$ cat src/rtl/mult_div_unit.sv
// Multicycle 32-bit MULT/DIV unit: radix-2 Booth multiply, restoring divide, HI/LO results.
// Define MULTDIV_UNSIGNED_EN to add MULTU/DIVU selected by op[1].
`timescale 1ns/1ps
module mult_div_unit #(
    parameter int WIDTH = 32
) (
    input  logic             clk,
    input  logic             reset,
    input  logic             start,
    input  logic [1:0]       op,
    input  logic [WIDTH-1:0] a,
    input  logic [WIDTH-1:0] b,
    output logic             busy,
    output logic             done,
    output logic             div_zero,
    output logic [WIDTH-1:0] hi,
    output logic [WIDTH-1:0] lo
);
    localparam int CW = $clog2(WIDTH + 1);
    localparam logic [1:0] S_IDLE = 2'd0;
    localparam logic [1:0] S_RUN  = 2'd1;
    localparam logic [1:0] S_FIX  = 2'd2;
    localparam logic [1:0] S_DONE = 2'd3;

    logic [1:0]       state_q, state_d;
    logic [CW-1:0]    cnt_q, cnt_d;
    logic [WIDTH:0]   p_q, p_d, m_q, m_d;
    logic [WIDTH-1:0] q_q, q_d, hi_q, hi_d, lo_q, lo_d;
    logic             q1_q, q1_d, div_q, div_d;
    logic             qneg_q, qneg_d, rneg_q, rneg_d;
    logic             corr_q, corr_d, dz_q, dz_d;

    logic             uns;
`ifdef MULTDIV_UNSIGNED_EN
    assign uns = op[1];
`else
    logic unused_op1;
    assign unused_op1 = op[1];
    assign uns = 1'b0;
`endif

    logic             a_neg, b_neg;
    logic [WIDTH-1:0] a_mag, b_mag;
    assign a_neg = !uns && a[WIDTH-1];
    assign b_neg = !uns && b[WIDTH-1];
    assign a_mag = a_neg ? -a : a;
    assign b_mag = b_neg ? -b : b;

    // Booth sum is one bit wider than the accumulator so unsigned multiplicands never overflow
    logic [WIDTH+1:0] bsum;
    always_comb begin
        case ({q_q[0], q1_q})
            2'b10:   bsum = {p_q[WIDTH], p_q} - {m_q[WIDTH], m_q};
            2'b01:   bsum = {p_q[WIDTH], p_q} + {m_q[WIDTH], m_q};
            default: bsum = {p_q[WIDTH], p_q};
        endcase
    end

    logic [WIDTH:0]   rsh;
    logic [WIDTH+1:0] rdiff;
    assign rsh   = {p_q[WIDTH-1:0], q_q[WIDTH-1]};
    assign rdiff = {1'b0, rsh} - {1'b0, m_q};

    always_comb begin
        state_d = state_q;
        cnt_d   = cnt_q;
        p_d     = p_q;
        m_d     = m_q;
        q_d     = q_q;
        q1_d    = q1_q;
        div_d   = div_q;
        qneg_d  = qneg_q;
        rneg_d  = rneg_q;
        corr_d  = corr_q;
        dz_d    = dz_q;
        hi_d    = hi_q;
        lo_d    = lo_q;
        case (state_q)
            S_IDLE: begin
                if (start) begin
                    cnt_d  = CW'(WIDTH);
                    div_d  = op[0];
                    p_d    = '0;
                    q1_d   = 1'b0;
                    dz_d   = 1'b0;
                    qneg_d = 1'b0;
                    rneg_d = 1'b0;
                    corr_d = 1'b0;
                    state_d = S_RUN;
                    if (op[0]) begin
                        q_d    = a_mag;
                        m_d    = {1'b0, b_mag};
                        qneg_d = a_neg ^ b_neg;
                        rneg_d = a_neg;
                        if (b == '0) begin
                            dz_d    = 1'b1;
                            state_d = S_DONE;
                        end
                    end else begin
                        q_d    = b;
                        m_d    = {!uns && a[WIDTH-1], a};
                        // Booth treats b as signed; add a<<WIDTH back for unsigned b
                        corr_d = uns && b[WIDTH-1];
                    end
                end
            end
            S_RUN: begin
                cnt_d = cnt_q - 1'b1;
                if (div_q) begin
                    if (!rdiff[WIDTH+1]) begin
                        p_d = rdiff[WIDTH:0];
                        q_d = {q_q[WIDTH-2:0], 1'b1};
                    end else begin
                        p_d = rsh;
                        q_d = {q_q[WIDTH-2:0], 1'b0};
                    end
                end else begin
                    p_d  = bsum[WIDTH+1:1];
                    q_d  = {bsum[0], q_q[WIDTH-1:1]};
                    q1_d = q_q[0];
                end
                if (cnt_q == CW'(1)) state_d = S_FIX;
            end
            S_FIX: begin
                if (div_q) begin
                    lo_d = qneg_q ? -q_q : q_q;
                    hi_d = rneg_q ? -p_q[WIDTH-1:0] : p_q[WIDTH-1:0];
                end else begin
                    hi_d = p_q[WIDTH-1:0] + (corr_q ? m_q[WIDTH-1:0] : '0);
                    lo_d = q_q;
                end
                state_d = S_DONE;
            end
            default: state_d = S_IDLE;
        endcase
    end

    always_ff @(posedge clk or posedge reset) begin
        if (reset) begin
            state_q <= S_IDLE;
            cnt_q   <= '0;
            p_q     <= '0;
            m_q     <= '0;
            q_q     <= '0;
            q1_q    <= 1'b0;
            div_q   <= 1'b0;
            qneg_q  <= 1'b0;
            rneg_q  <= 1'b0;
            corr_q  <= 1'b0;
            dz_q    <= 1'b0;
            hi_q    <= '0;
            lo_q    <= '0;
        end else begin
            state_q <= state_d;
            cnt_q   <= cnt_d;
            p_q     <= p_d;
            m_q     <= m_d;
            q_q     <= q_d;
            q1_q    <= q1_d;
            div_q   <= div_d;
            qneg_q  <= qneg_d;
            rneg_q  <= rneg_d;
            corr_q  <= corr_d;
            dz_q    <= dz_d;
            hi_q    <= hi_d;
            lo_q    <= lo_d;
        end
    end

    assign busy     = (state_q == S_RUN) || (state_q == S_FIX);
    assign done     = (state_q == S_DONE);
    assign div_zero = done && dz_q;
    assign hi       = hi_q;
    assign lo       = lo_q;
endmodule

$ cat config.mk
export PLATFORM = sky130hd
export DESIGN_NAME = mult_div_unit
export DESIGN_NICKNAME = d
export VERILOG_FILES = /design/src/rtl/mult_div_unit.sv
export SDC_FILE = /design/constraint.sdc
export NUM_CORES = 1
export LEC_CHECK = 0
export BUFFER_PORTS_ARGS = -buffer_cell sky130_fd_sc_hd__buf_2
export CAP_MARGIN = 20
export CORE_ASPECT_RATIO = 0.5
export CORE_UTILIZATION = 50
export CTS_CLUSTER_DIAMETER = 150
export DETAILED_ROUTE_END_ITERATION = 7
export GPL_ROUTABILITY_DRIVEN = 0
export PLACE_DENSITY = 0.83
export SLEW_MARGIN = 20
export SYNTH_ARGS = -nofsm -noshare
export SYNTH_HDL_FRONTEND = slang
export SYNTH_SLANG_ARGS = --single-unit
$ cat constraint.sdc
create_clock -name clk -period 6.3 [get_ports clk]
set_input_delay 1.26 -clock clk [delete_from_list [all_inputs] [get_ports clk]]
set_output_delay 1.26 -clock clk [all_outputs]
set_load 0.01 [all_outputs]
# Yosys cells after proc, flatten, opt, wreduce, memory -nomap -nowiden
# Index checks and enable logic that the tools add are counted.
word_totals:
  ff_bits: 175
  latch_bits: 0
  mem_bits_rw: 0
  rom_bits: 0
  inputBits: 69
  output_inout_bits: 67
  word_cells: 73
  n_memories: 0
classes:
  n_addsub: 8
  mul: 0
  n_div: 0
  magnitude_cmp: 0
  eq_ne: 10
  n_shift: 0
  n_mux: 31
  bitwise: 1
  n_reduce_logical: 10
op_table:
  columns: ["op", "n"]
  rows:
  - ["32-bit two-way mux", 9]
  - ["33-bit two-way mux", 4]
  - ["32-bit negator", 4]
  - ["34-bit one-hot mux with 2 select lines", 1]
  - ["33-bit by 33-bit subtractor with 34-bit output", 2]
  - ["33-bit one-hot mux with 2 select lines", 1]
  - ["32-bit one-hot mux with 2 select lines", 1]
  - ["33-bit by 33-bit adder with 34-bit output", 1]
  - ["32-bit zero test", 1]
  - ["6-bit one-hot mux with 2 select lines", 1]
  - ["2-bit two-way mux", 4]
  - ["1-bit two-way mux", 7]
  - ["2-bit == test (second input constant)", 3]
  - ["6-bit by 1-bit == test with 1-bit output (second input constant)", 1]
  - ["6-bit two-way mux", 1]
  - ["2-bit != test (second input constant)", 3]
  - ["2-bit one-hot mux with 3 select lines", 1]
  - ["2-bit AND reduction", 3]
  - ["3-bit AND reduction", 2]
  - ["6-bit by 1-bit subtractor with 6-bit output (second input constant)", 1]
  - ["2-bit by 1-bit == test with 1-bit output (second input constant)", 2]
  - ["4-bit by 2-bit != test with 1-bit output (second input constant)", 1]
  - ["2-bit zero test", 1]
  - ["1-bit one-hot mux with 2 select lines", 1]
  - ["other kinds (4)", 4]

# Longest topological paths before layout
# Gate-level depths: netlist (run 1).
logic_depth:
  ltp_word: 5
  mapped_depth: 19

# Worst setup path before layout (run 1)
# Ideal clock, no wire load.
synth_path:
  path_type: "input port to flip-flop"
  start: "in b[10]"
  end: "reg state_q[1]"
  setup_ns: 0.092
  arrival_ns: 4.081
  required_ns: 6.208
  setup_slack_ns: 2.127
  stages: 9
  path_cell_list: "or4_4 or3_4 or3_4 nand2b_4 or4_4 or4_4 nor4_2 a21oi_1 o31ai_2"
synth_via:
  elab_chain_cells: 5
synth_lines:
  columns: ["element", "line", "source"]
  rows:
  - ["start, declared", "12", "input logic [WIDTH-1:0] b,"]
  - ["32-bit zero test", "95", "if (b == '0) begin"]
  - ["2-bit two-way mux", "95", null]
  - ["2-bit two-way mux", "90", "if (op[0]) begin"]
  - ["2-bit two-way mux", "80", "if (start) begin"]
  - ["2-bit one-hot mux with 3 select lines", "78", "case (state_q)"]
  - ["end signal, assigned", "154", "state_q <= state_d;"]
  - ["end, declared", "25", "logic [1:0] state_q, state_d;"]
# No other way between the ends. The select of a mux whose other input is x is not followed.
# A chain may end at the register's enable or synchronous reset.

# Worst setup path after layout (run 1)
layout_path:
  start: "reg m_q[5]"
  end: "reg p_q[32]"
layout_via:
  elab_chain_cells: 4
layout_lines:
  columns: ["element", "line", "source"]
  rows:
  - ["start, declared", "27", "logic [WIDTH:0] p_q, p_d, m_q, m_d;"]
  - ["start signal, assigned", "157", "m_q <= m_d;"]
  - ["33-bit by 33-bit adder with 34-bit output (tied with other cells)", "54", "2'b01: bsum = {p_q[WIDTH], p_q} + {m_q[WIDTH], m_q};"]
  - ["34-bit one-hot mux with 2 select lines / 33-bit two-way mux (equally long branches)", "52, 110", null]
  - ["33-bit two-way mux *", "109", "if (div_q) begin"]
  - ["33-bit one-hot mux with 2 select lines *", "78", null]
  - ["end signal, assigned", "156", "p_q <= p_d;"]
  - ["end, declared", "27", null]
# Mark *: on every way between the ends. The rest lies on a longest branch, timed or not.

==> key figures, run 1 <==
Critical path
  – Critical Path Most Common Cell: a21oi_1
  – Data required, critical path: 6.68 ns
  – Buf/Inv on CP: 0
  – Setup Crit Path Kind: reg -> reg
  – WP data arrival: 5.17 ns
  – Delay of the slowest cell on the worst path: 0.52 ns
  – CP Capture Type: flop
  – CP max stage cell: nor3b_1
  – Critical path peak fanout: 8
  – Family with the most delay on the worst path: simple AND/OR/NAND/NOR gates
  – Reg2reg setup slack: 1.51 ns
  – Crit path launch type: flop
  – Ordered list of cells on the worst path: nor3_1, and3_1, nor3b_1, and2_1, nor3b_1, a21oi_1, xnor2_1, ha_1, a21o_1, a21oi_1, and3b_1, nand3_1, a31oi_1, o21ai_1, a211oi_1, a31oi_1, a21oi_1

Floorplanning
  – Initial Util: 51.5%
  – Site Rows: 44
  – Die area: 31,000 µm²
  – Die Y-Extent: 125 µm
  – Number of placed I/O pins: 136
  – Core Region: 29,300 µm²
  – Die W: 248 µm

Clock network
  – Clock Tree Buf Depth: 2
  – CTS clk-pin slew, worst paths: 0.08 ns
  – Clock Tree Root: clkbuf_16
  – H-tree depth: 4
  – Gates resized, CTS repair: 0
  – CTS Buf Count: 17
  – Clock latency on the worst-skew pair: 0.45 ns
  – Postcts setup bufs: 0
  – Hold_buf cts: 0
  – CTS tree: built
  – CTS Sinks: 175

Placement
  – Hpwl dp: 30.9 mm
  – DP Area: 16,000 µm²
  – Port Buffers: 134

Synthesis
  – Post-Syn Area per Cell: 7.88 µm²
  – Gate Count Post-Synth: 1,918
  – Post-Syn Area: 15,100 µm²
  – Post-synthesis sequential area ratio: 29.0%
  – Synth cell types: 78
  – Mapped Nets: 2,068
  – Yosys top cell area share: 29.0%
  – Most common cell in the netlist: nand2_1
  – EDFF count, synth: 0
  – Dominant synthesized flop cell: dfrtp_1
  – Top cell type by total area after synthesis: dfrtp_1
  – Synth top area cells: dfrtp_1 (29%), a21oi_1 (6.7%), ha_1 (6.5%)
  – FF+latch count, synth: 175
  – Async SR Flop Fraction: 100%
  – Yosys warnings: 0
  – Synth top cells by count: nand2_1 (204), a21oi_1 (203), nor2_1 (199)

Cells and area
  – Fillers: 2,629
  – Layout cell share with drive strength beyond 1: 10.7%
  – # nets final: 2,119
  – Area growth from synthesis to layout: 10.2%
  – Fin area: 16,700 µm²

Global route
  – Gr ovfl total: 0
  – Vias in the first global route: 13.3k
  – Overall global routing resource usage: 27.7%
  – First-pass GRT wire length: 69.0 mm
  – Largest net degree at the start of global routing: 146
  – Initial antenna violation count: 15

Drt
  – Vias per inst: 6.05
  – Wirelength per Cell: 18.1 µm
  – Post-route ant nets: 0
  – Total number of vias: 14.4k
  – DRC violations left: 0
  – DRT iter0 DRCs: 1,695
  – First-pass DRT Iterations: 6
  – DRT Wirelength: 43.1 mm

Run status
  – Status: finished clean

Power and ir drop
  – Overall Power: 10,300 µW
  – Pwr Density: 619 nW/µm²
  – Max IR drop VDD: 242 µV
  – Pleak: 0.00728 µW

Timing
  – Final setup TNS: 0 ns
  – Clock Skews: 0.0131 ns
  – Slew @ Worst Pin: 1.15 ns
  – Setup repair after global routing missed its margin: false
  – Final period util: 76.0%
  – Fmax: 0.209 GHz
  – Worst slew margin: 22.9%
  – Max Slew Vio Count: 0
  – Crit path time final: 4.79 ns
  – Final Hold Fails: 0
  – Finish-stage setup viols: 0

Job
  – Max cap viols: 0

Hold path
  – Hold/Removal Path Class: reg -> reg
==> power by group <==
part           leakage, µW  internal [µW]  total [µW]  switching (µW)
Clock             0.000313            677        1180             508
Sequential         0.00214           1660        2340             680
Combinational      0.00483           2790        6800            4010
Total              0.00728           5120       10300            5200
==> sequential cells by signal (all words and copies together) (netlist names) <==
| name | count |
|---|---|
| q1_q | 1 |
| cnt_q | 6 |
| state_q | 2 |
| lo | 32 |
| dz_q | 1 |
| div_q | 1 |
| p_q | 33 |
| q_q | 32 |
| rneg_q | 1 |
| qneg_q | 1 |
| hi | 32 |
| m_q | 33 |
==> cell usage in the layout (no fill, tap or decap), drive strengths merged, types with 28 or more instances in the layout <==
cell    count
ha         79
nor3       32
buf       144
nor2      199
a21o       32
o21ai     164
mux2i      57
xor2       97
o31ai      33
inv        82
o211ai     28
nand2     204
nand3      29
xnor2     107
dfrtp     175
a21oi     203
==> cell type report <==
cell class	instances	area (µm²)	share of cell area, %
Antenna cell	15	37.5	0.225
Clock buffer	19	433	2.60
Clock inverter	13	199	1.19
Inverter	76	290	1.74
Multi-Input combinational cell	1555	10100	60.4
Sequential cell	175	4380	26.3
Tap cell	391	489	2.94
Timing Repair Buffer	144	771	4.63
==> worst register-to-register path: stages (launching register included) <==
cell and delay, ns:
dfrtp_1 0.39, nor3_1 0.32, and3_1 0.35, nor3b_1 0.52, and2_1 0.28, nor3b_1 0.44
a21oi_1 0.16, xnor2_1 0.16, ha_1 0.39, a21o_1 0.21, a21oi_1 0.18, and3b_1 0.19
nand3_1 0.11, a31oi_1 0.33, o21ai_1 0.20, a211oi_1 0.27, a31oi_1 0.07, a21oi_1 0.16
==> per-stage QoR <==
| step | hold WS, ns | setup WS, ns | cells | utilization (%) |
|---|---|---|---|---|
| floorplan | 0.450 | 0.295 | 1918 | - |
| global placement | 0.463 | 1.71 | 2340 | 54.4 |
| detailed placement | 0.471 | 1.67 | 2340 | 54.4 |
| CTS | 0.488 | 1.67 | 2372 | 56.6 |
| global route | 0.513 | 1.18 | 2388 | 56.8 |
| finish | 0.489 | 1.51 | 2388 | 56.8 |
==> path summary, 6_finish.rpt <==
kind / start / cells past startpoint / to
max reg2reg: m_q[5]$_DFFE_PP0P_ / 17 / p_q[32]$_DFFE_PP0P_
min: m_q[10]$_DFFE_PP0P_ / 2 / m_q[10]$_DFFE_PP0P_
min reg2reg: m_q[10]$_DFFE_PP0P_ / 2 / m_q[10]$_DFFE_PP0P_
max in group asynchronous: reset / 3 / p_q[19]$_DFFE_PP0P_
min in group asynchronous: reset / 2 / lo[8]$_DFFE_PP0P_
max: m_q[5]$_DFFE_PP0P_ / 17 / p_q[32]$_DFFE_PP0P_
==> cell families (layout without fill, tap and decap cells) <==
family                     after synthesis  in the layout  share of synthesized area (%)
AOI/OAI and AO/OA                      603            603                           24.5
xor gates and xnor gates               204            204                           11.8
adders and majority gates               81             81                           6.80
buffers and inverters                  188            252                           4.70
DFF                                    175            175                           29.0
muxes                                   78             78                           5.34
other                                    0             15                              0
and+or+nand+nor                        589            589                           17.9
==> metal layers <==
metal	GRT usage [%]	vias to the layer above	share of wire [%]
li1	-	6968	-
met1	38.4	6765	43
met2	42.8	613	45
met3	4.77	98	8.5
met4	11.6	0	3.0
met5	0	-	0
No activity file was read; power rests on OpenSTA's default activity.
==> run 2, diff against run 1 <==
--- a/config.mk
+++ b/config.mk
@@ -12,7 +12,7 @@
 export CTS_CLUSTER_DIAMETER = 150
 export DETAILED_ROUTE_END_ITERATION = 7
 export GPL_ROUTABILITY_DRIVEN = 0
-export PLACE_DENSITY = 0.83
+export PLACE_DENSITY = 0.8
 export SLEW_MARGIN = 20
 export SYNTH_ARGS = -nofsm -noshare
 export SYNTH_HDL_FRONTEND = slang
==> constraint.sdc (replaced) <==
create_clock -name clk -period 4.5 [get_ports clk]
set_input_delay 0.9 -clock clk [delete_from_list [all_inputs] [get_ports clk]]
set_output_delay 0.9 -clock clk [all_outputs]
set_load 0.01 [all_outputs]
==> run 2 against run 1 <==
Against the previous run:
- the flow now finishes with violations (design-rule violations)
- final cell count up 0.96%
- core utilization grew 0.72 points
- total power rose by 42%
- final area up 1.3%
- fmax grew 16%
- register-to-register slack worse by 1.1 ns
==> key figures, run 2 (synthesis gave the netlist of run 1 again) <==
Run status
  – Status: finished, violations left
  – Failing checks: design-rule violations

Timing
  – Max Slew Vio Count: 0 (unchanged)
  – Final setup TNS: 0 ns (unchanged)
  – Crit path time final: 4.11 ns (-0.674 ns)
  – Fmax: 0.243 GHz (+16%)
  – Setup repair after global routing missed its margin: false
  – Clock Skews: 0.0103 ns (-0.00279 ns)
  – Finish-stage setup viols: 0 (unchanged)
  – Slew @ Worst Pin: 1.02 ns (-0.128 ns)
  – Final Hold Fails: 0 (unchanged)
  – Final period util: 91.4% (+15 points)
  – Worst slew margin: 31.5% (+8.5 points)
  – Final hold slack: 0.492 ns (+0.00331 ns)

Clock network
  – Clock Tree Buf Depth: 2 (unchanged)
  – CTS Sinks: 175 (unchanged)
  – Clock latency on the worst-skew pair: 0.45 ns (about the same)
  – Hold_buf cts: 0 (unchanged)
  – Clock Tree Root: clkbuf_16
  – CTS tree: built
  – CTS clk-pin slew, worst paths: 0.08 ns (about the same)
  – CTS Buf Count: 17 (unchanged)
  – H-tree depth: 4 (unchanged)

Power and ir drop
  – Pwr Density: 868 nW/µm² (+40%)
  – Cell-internal power: 7290 µW (+42%)
  – Net Sw Frac: 50.2% (-0.11 points)
  – Max IR drop VDD: 425 µV (+76%)
  – Flop pwr share: 21.7% (-0.9 points)
  – Power share of the clock group: 11.3% (-0.2 points)
  – Pleak: 0.00739 µW (+1.5%)
  – Overall Power: 14,600 µW (+42%)
  – Psw: 7360 µW (+42%)
  – Combinational Power Share: 67.1% (+1.2 points)

Cells and area
  – Area growth from synthesis to layout: 11.6%
  – Fin area: 16,900 µm² (+1.3%)
  – Fillers: 2,587 (-1.6%)
  – Multi-input gate area: 10,100 µm² (+0.20%)
  – Commonest non-fill, non-tap cells in the layout: nand2_1 (203), a21oi_1 (203), nor2_1 (199)
  – Top flop regs: m_q x33, p_q x33
  – Layout cell share with drive strength beyond 1: 12.1% (+1.4 points)
  – Final cell count without fillers: 2,411 (+0.96%)
  – # nets final: 2,143 (+1.1%)
  – Storage cell area: 4380 µm² (unchanged)

Hold path
  – Hold/Removal Path Class: reg -> reg

Critical path
  – Critical path peak fanout: 4 (-4)
  – CP Capture Type: flop
  – Setup Crit Path Kind: reg -> reg
  – WP data arrival: 4.49 ns (-0.68 ns)
  – Crit path launch type: flop
  – Data required, critical path: 4.88 ns (-1.80 ns)

Drt
  – Wirelength per Cell: 18.1 µm (about the same)
  – Vias per inst: 5.99 (-1.0%)
  – First-pass DRT Iterations: 8 (+2)
  – DRT iter0 DRCs: 1,698 (+0.18%)
  – Total number of vias: 14.4k (-0.048%)
  – DRT Wirelength: 43.5 mm (+0.87%)
  – DRC violations left: 1 (+1)
  – Post-route ant nets: 0 (unchanged)

Global route
  – First-pass GRT wire length: 70.4 mm (+2.1%)
  – Largest net degree at the start of global routing: 151 (+3.4%)
  – Overall global routing resource usage: 28.3% (+0.58 points)
  – Vias in the first global route: 13.4k (+0.62%)
  – Gr ovfl total: 0 (unchanged)
  – Initial antenna violation count: 13 (-2)

Floorplanning
  – Number of placed I/O pins: 136 (unchanged)
  – Die area: 31,000 µm² (unchanged)
  – Core Region: 29,300 µm² (unchanged)
  – Initial Util: 51.5% (unchanged)
  – Die Y-Extent: 125 µm (unchanged)
  – Die W: 248 µm (unchanged)
  – Site Rows: 44 (unchanged)

Placement
  – DP Area: 16,200 µm² (+1.1%)
  – Placed Cells: 2,364 (+1.0%)
  – Port Buffers: 134 (unchanged)
  – Hpwl dp: 31.8 mm (+2.9%)

Job
  – Max cap viols: 0 (unchanged)
-- run 2: power groups by stage --
stage	clock network (µW)	registers, µW	logic (µW)
after global routing	1740	3280	10800
after CTS	1660	3150	9610
after global placement	0	3130	9330
after floorplan	0	3000	7270
final	1650	3170	9820
after detailed placement	0	3170	9520
-- run 2: final timing paths --
path	from	to	slack, ns	depth (start not counted)
max	m_q[9]$_DFFE_PP0P_	p_q[32]$_DFFE_PP0P_	0.39	19
min	m_q[17]$_DFFE_PP0P_	m_q[17]$_DFFE_PP0P_	0.49	2
max reg2reg	m_q[9]$_DFFE_PP0P_	p_q[32]$_DFFE_PP0P_	0.39	19
min reg2reg	m_q[17]$_DFFE_PP0P_	m_q[17]$_DFFE_PP0P_	0.49	2
max in group asynchronous	reset	hi[22]$_DFFE_PP0P_	3.08	3
min in group asynchronous	reset	lo[7]$_DFFE_PP0P_	0.55	3
-- run 2: stage by stage --
stage          utilization (%)  setup slack, ns
6_report                  57.5            0.385
5_1_grt                   57.5           0.0493
4_1_cts                   57.2            0.338
3_5_place_dp              55.0            0.333
3_3_place_gp              55.0            0.378
2_1_floorplan                -            0.486
-- run 2: timing repair --
item | in CTS | in global routing
gates resized for setup | 0 | 3
setup buffers | 0 | 0
endpoints found under the setup margin | 0 | 2
-- run 2: layer usage --
layer  track usage, %  wire length, µm
met1             39.5            19500
met2             43.7            19400
met3             5.60             3370
met4             9.74             1220
met5                0                0
-- run 2: final cells by class --
cell class | count | share of cell area, %
Clock buffer | 18 | 2.60
Antenna cell | 14 | 0.208
Multi-Input combinational cell | 1555 | 59.7
Timing Repair Buffer | 168 | 5.68
Tap cell | 391 | 2.90
Inverter | 76 | 1.71
Sequential cell | 175 | 26.0
Clock inverter | 14 | 1.19
-- run 2: critical path: stages (launching register included) --
cell and delay, ns:
dfrtp_1 0.41, nor4_1 0.37, nand4_1 0.21, nor3b_2 0.19, buf_4 0.15, and2_1 0.18, nor3b_1 0.20, buf_4 0.17
a21oi_1 0.09, xnor2_1 0.20, ha_1 0.28, a21o_1 0.16, a21oi_1 0.17, and3b_1 0.19, nand3_1 0.14, a31oi_2 0.28
o21ai_1 0.16, a211oi_1 0.25, a31oi_1 0.07, a21oi_1 0.16
==> run 3, diff against run 2 <==
--- a/config.mk
+++ b/config.mk
@@ -7,7 +7,6 @@
 export LEC_CHECK = 0
 export BUFFER_PORTS_ARGS = -buffer_cell sky130_fd_sc_hd__buf_2
 export CAP_MARGIN = 20
-export CORE_ASPECT_RATIO = 0.5
 export CORE_UTILIZATION = 50
 export CTS_CLUSTER_DIAMETER = 150
 export DETAILED_ROUTE_END_ITERATION = 7
==> run 3 against run 2 <==
Against the previous run:
- the run now ends clean
- fmax down 3.0%
- hold slack worse by 0.0068 ns
- flip-flop and latch count unchanged
- final area down 0.85%
- combinational power down 1%
- register-to-register slack worse by 0.13 ns
- setup slack worse by 0.13 ns
- clock skew up 0.0027 ns
- core utilization down 1.2 points
- largest cell class unchanged
- largest power group unchanged
==> key figures, run 3 (synthesis gave the netlist of run 1 again) <==
Run status
  – Status: finished clean

Floorplanning
  – Initial Util: 50.9% (-0.65 points)
  – Die Y-Extent: 176 µm (+41%)
  – Die W: 176 µm (-29%)
  – Die area: 30,900 µm² (-0.14%)
  – Site Rows: 63 (+43%)
  – Number of placed I/O pins: 136 (unchanged)
  – Core Region: 29,700 µm² (+1.3%)

Timing
  – Clock Skews: 0.0130 ns (+0.00272 ns)
  – Finish-stage setup viols: 0 (unchanged)
  – Max Slew Vio Count: 0 (unchanged)
  – Fmax: 0.236 GHz (-3.0%)
  – Final period util: 94.3% (+2.9 points)
  – Setup WS post-layout: 0.256 ns (-0.129 ns)
  – Crit path time final: 4.24 ns (+0.129 ns)
  – Slew @ Worst Pin: 1.11 ns (+0.0880 ns)
  – Final Hold Fails: 0 (unchanged)
  – Worst slew margin: 25.8% (-5.7 points)
  – Final hold slack: 0.485 ns (-0.00685 ns)

Cells and area
  – Storage cell area: 4380 µm² (unchanged)
  – Area growth from synthesis to layout: 10.7%
  – Multi-input gate area: 10,100 µm² (about the same)
  – Layout cell share with drive strength beyond 1: 11.6% (-0.50 points)
  – Fin area: 16,700 µm² (-0.85%)
  – # nets final: 2,134 (-0.42%)
  – Fillers: 2,682 (+3.7%)
  – Top flop regs: m_q x33, p_q x33
  – Commonest non-fill, non-tap cells in the layout: nand2_1 (203), a21oi_1 (203), nor2_1 (199)
  – Final cell count without fillers: 2,392 (-0.79%)

Drt
  – First-pass DRT Iterations: 8 (unchanged)
  – DRT Wirelength: 43.4 mm (-0.37%)
  – Vias per inst: 6.14 (+2.5%)
  – Wirelength per Cell: 18.1 µm (+0.42%)
  – DRT iter0 DRCs: 1,252 (-26%)
  – Total number of vias: 14.7k (+1.7%)
  – DRC violations left: 0 (-1)
  – Post-route ant nets: 0 (unchanged)

Clock network
  – Postcts setup bufs: 0 (unchanged)
  – Clock Tree Root: clkbuf_16
  – CTS clk-pin slew, worst paths: 0.08 ns (about the same)
  – CTS Sinks: 175 (unchanged)
  – Clock Tree Buf Depth: 2 (unchanged)
  – H-tree depth: 4 (unchanged)
  – CTS Buf Count: 17 (unchanged)
  – Clock latency on the worst-skew pair: 0.45 ns (about the same)
  – CTS tree: built

Critical path
  – Critical path peak fanout: 8 (+4)
  – Setup Crit Path Kind: reg -> reg
  – CP Capture Type: flop
  – Data required, critical path: 4.87 ns (about the same)
  – Crit path launch type: flop
  – WP data arrival: 4.61 ns (+0.12 ns)

Power and ir drop
  – Pleak: 0.00734 µW (-0.76%)
  – Combinational Power Share: 66.7% (-0.4 points)
  – Pwr Density: 869 nW/µm² (+0.16%)
  – Flop pwr share: 22.2% (+0.5 points)
  – Max IR drop VDD: 612 µV (+44%)
  – Psw: 7350 µW (-0.14%)
  – Power share of the clock group: 11.0% (-0.3 points)
  – Overall Power: 14,500 µW (-0.69%)
  – Cell-internal power: 7200 µW (-1.2%)
  – Net Sw Frac: 50.5% (+0.28 points)

Global route
  – Overall global routing resource usage: 28.1% (-0.19 points)
  – Gr ovfl total: 0 (unchanged)
  – Largest net degree at the start of global routing: 176 (+17%)
  – Vias in the first global route: 13.7k (+2.3%)
  – Initial antenna violation count: 7 (-6)
  – First-pass GRT wire length: 70.0 mm (-0.58%)

Placement
  – Port Buffers: 134 (unchanged)
  – DP Area: 16,100 µm² (-0.40%)
  – Placed Cells: 2,355 (-0.38%)
  – Setup WS pre-CTS: 0.271 ns (-0.0621 ns)
  – Hpwl dp: 31.6 mm (-0.70%)

Job
  – Max cap viols: 0 (unchanged)

Hold path
  – Hold/Removal Path Class: reg -> reg
-- run 3: through the flow --
stage | utilization [%] | TNS, ns
2_1_floorplan | - | 0
3_3_place_gp | 54.1 | 0
3_5_place_dp | 54.1 | 0
4_1_cts | 56.2 | 0
5_1_grt | 56.3 | -0.0275
6_report | 56.3 | 0
-- run 3: critical path, cell delays in order (launching register included) --
cell	delay, ns
dfrtp_1	0.41
inv_1	0.13
ha_1	0.24
and3_2	0.28
nor3b_1	0.20
buf_4	0.16
and2_1	0.18
nor3b_1	0.26
a21oi_1	0.13
xnor2_1	0.21
ha_1	0.37
a21o_1	0.20
a21oi_1	0.15
and3b_1	0.18
nand3_1	0.12
a31oi_2	0.27
o21ai_1	0.18
a211oi_1	0.27
a31oi_1	0.07
a21oi_1	0.17
-- run 3: layer usage --
| metal | GRT usage [%] | wire length, µm | vias to the layer above |
|---|---|---|---|
| li1 | - | - | 6972 |
| met1 | 36.5 | 17800 | 6902 |
| met2 | 44.5 | 19700 | 686 |
| met3 | 6.10 | 4000 | 122 |
| met4 | 13.4 | 1780 | 6 |
| met5 | 0 | 39 | - |
-- run 3: final timing paths --
kind,start,endpoint,slack (ns),cells after the start
max in group asynchronous,reset,div_q$_DFFE_PP0P_,3.01,3
max,m_q[1]$_DFFE_PP0P_,p_q[32]$_DFFE_PP0P_,0.26,19
max reg2reg,m_q[1]$_DFFE_PP0P_,p_q[32]$_DFFE_PP0P_,0.26,19
min in group asynchronous,reset,p_q[8]$_DFFE_PP0P_,0.71,3
min,m_q[12]$_DFFE_PP0P_,m_q[12]$_DFFE_PP0P_,0.48,2
min reg2reg,m_q[12]$_DFFE_PP0P_,m_q[12]$_DFFE_PP0P_,0.48,2
-- run 3: what timing repair did --
item | CTS | global route
endpoints found under the setup margin | 0 | 4
resized for setup | 0 | 3
hold buffers | 0 | 0
-- run 3: cell type report --
cell class / count / share of cell area [%]
diodes: 5 / 0.0748
clock buffers: 19 / 2.65
clock inverters: 13 / 1.03
inverters: 76 / 1.73
multi-input cells: 1555 / 60.2
flip-flops and latches: 175 / 26.2
well taps: 390 / 2.92
repair buffers: 159 / 5.20
-- run 3: power by group through the flow --
stage | clock, µW | sequential [µW] | combinational [µW]
floorplan | 0 | 3000 | 7270
global placement | 0 | 3190 | 9110
detailed placement | 0 | 3230 | 9420
CTS | 1620 | 3210 | 9520
global route | 1680 | 3340 | 10700
finish | 1600 | 3230 | 9710
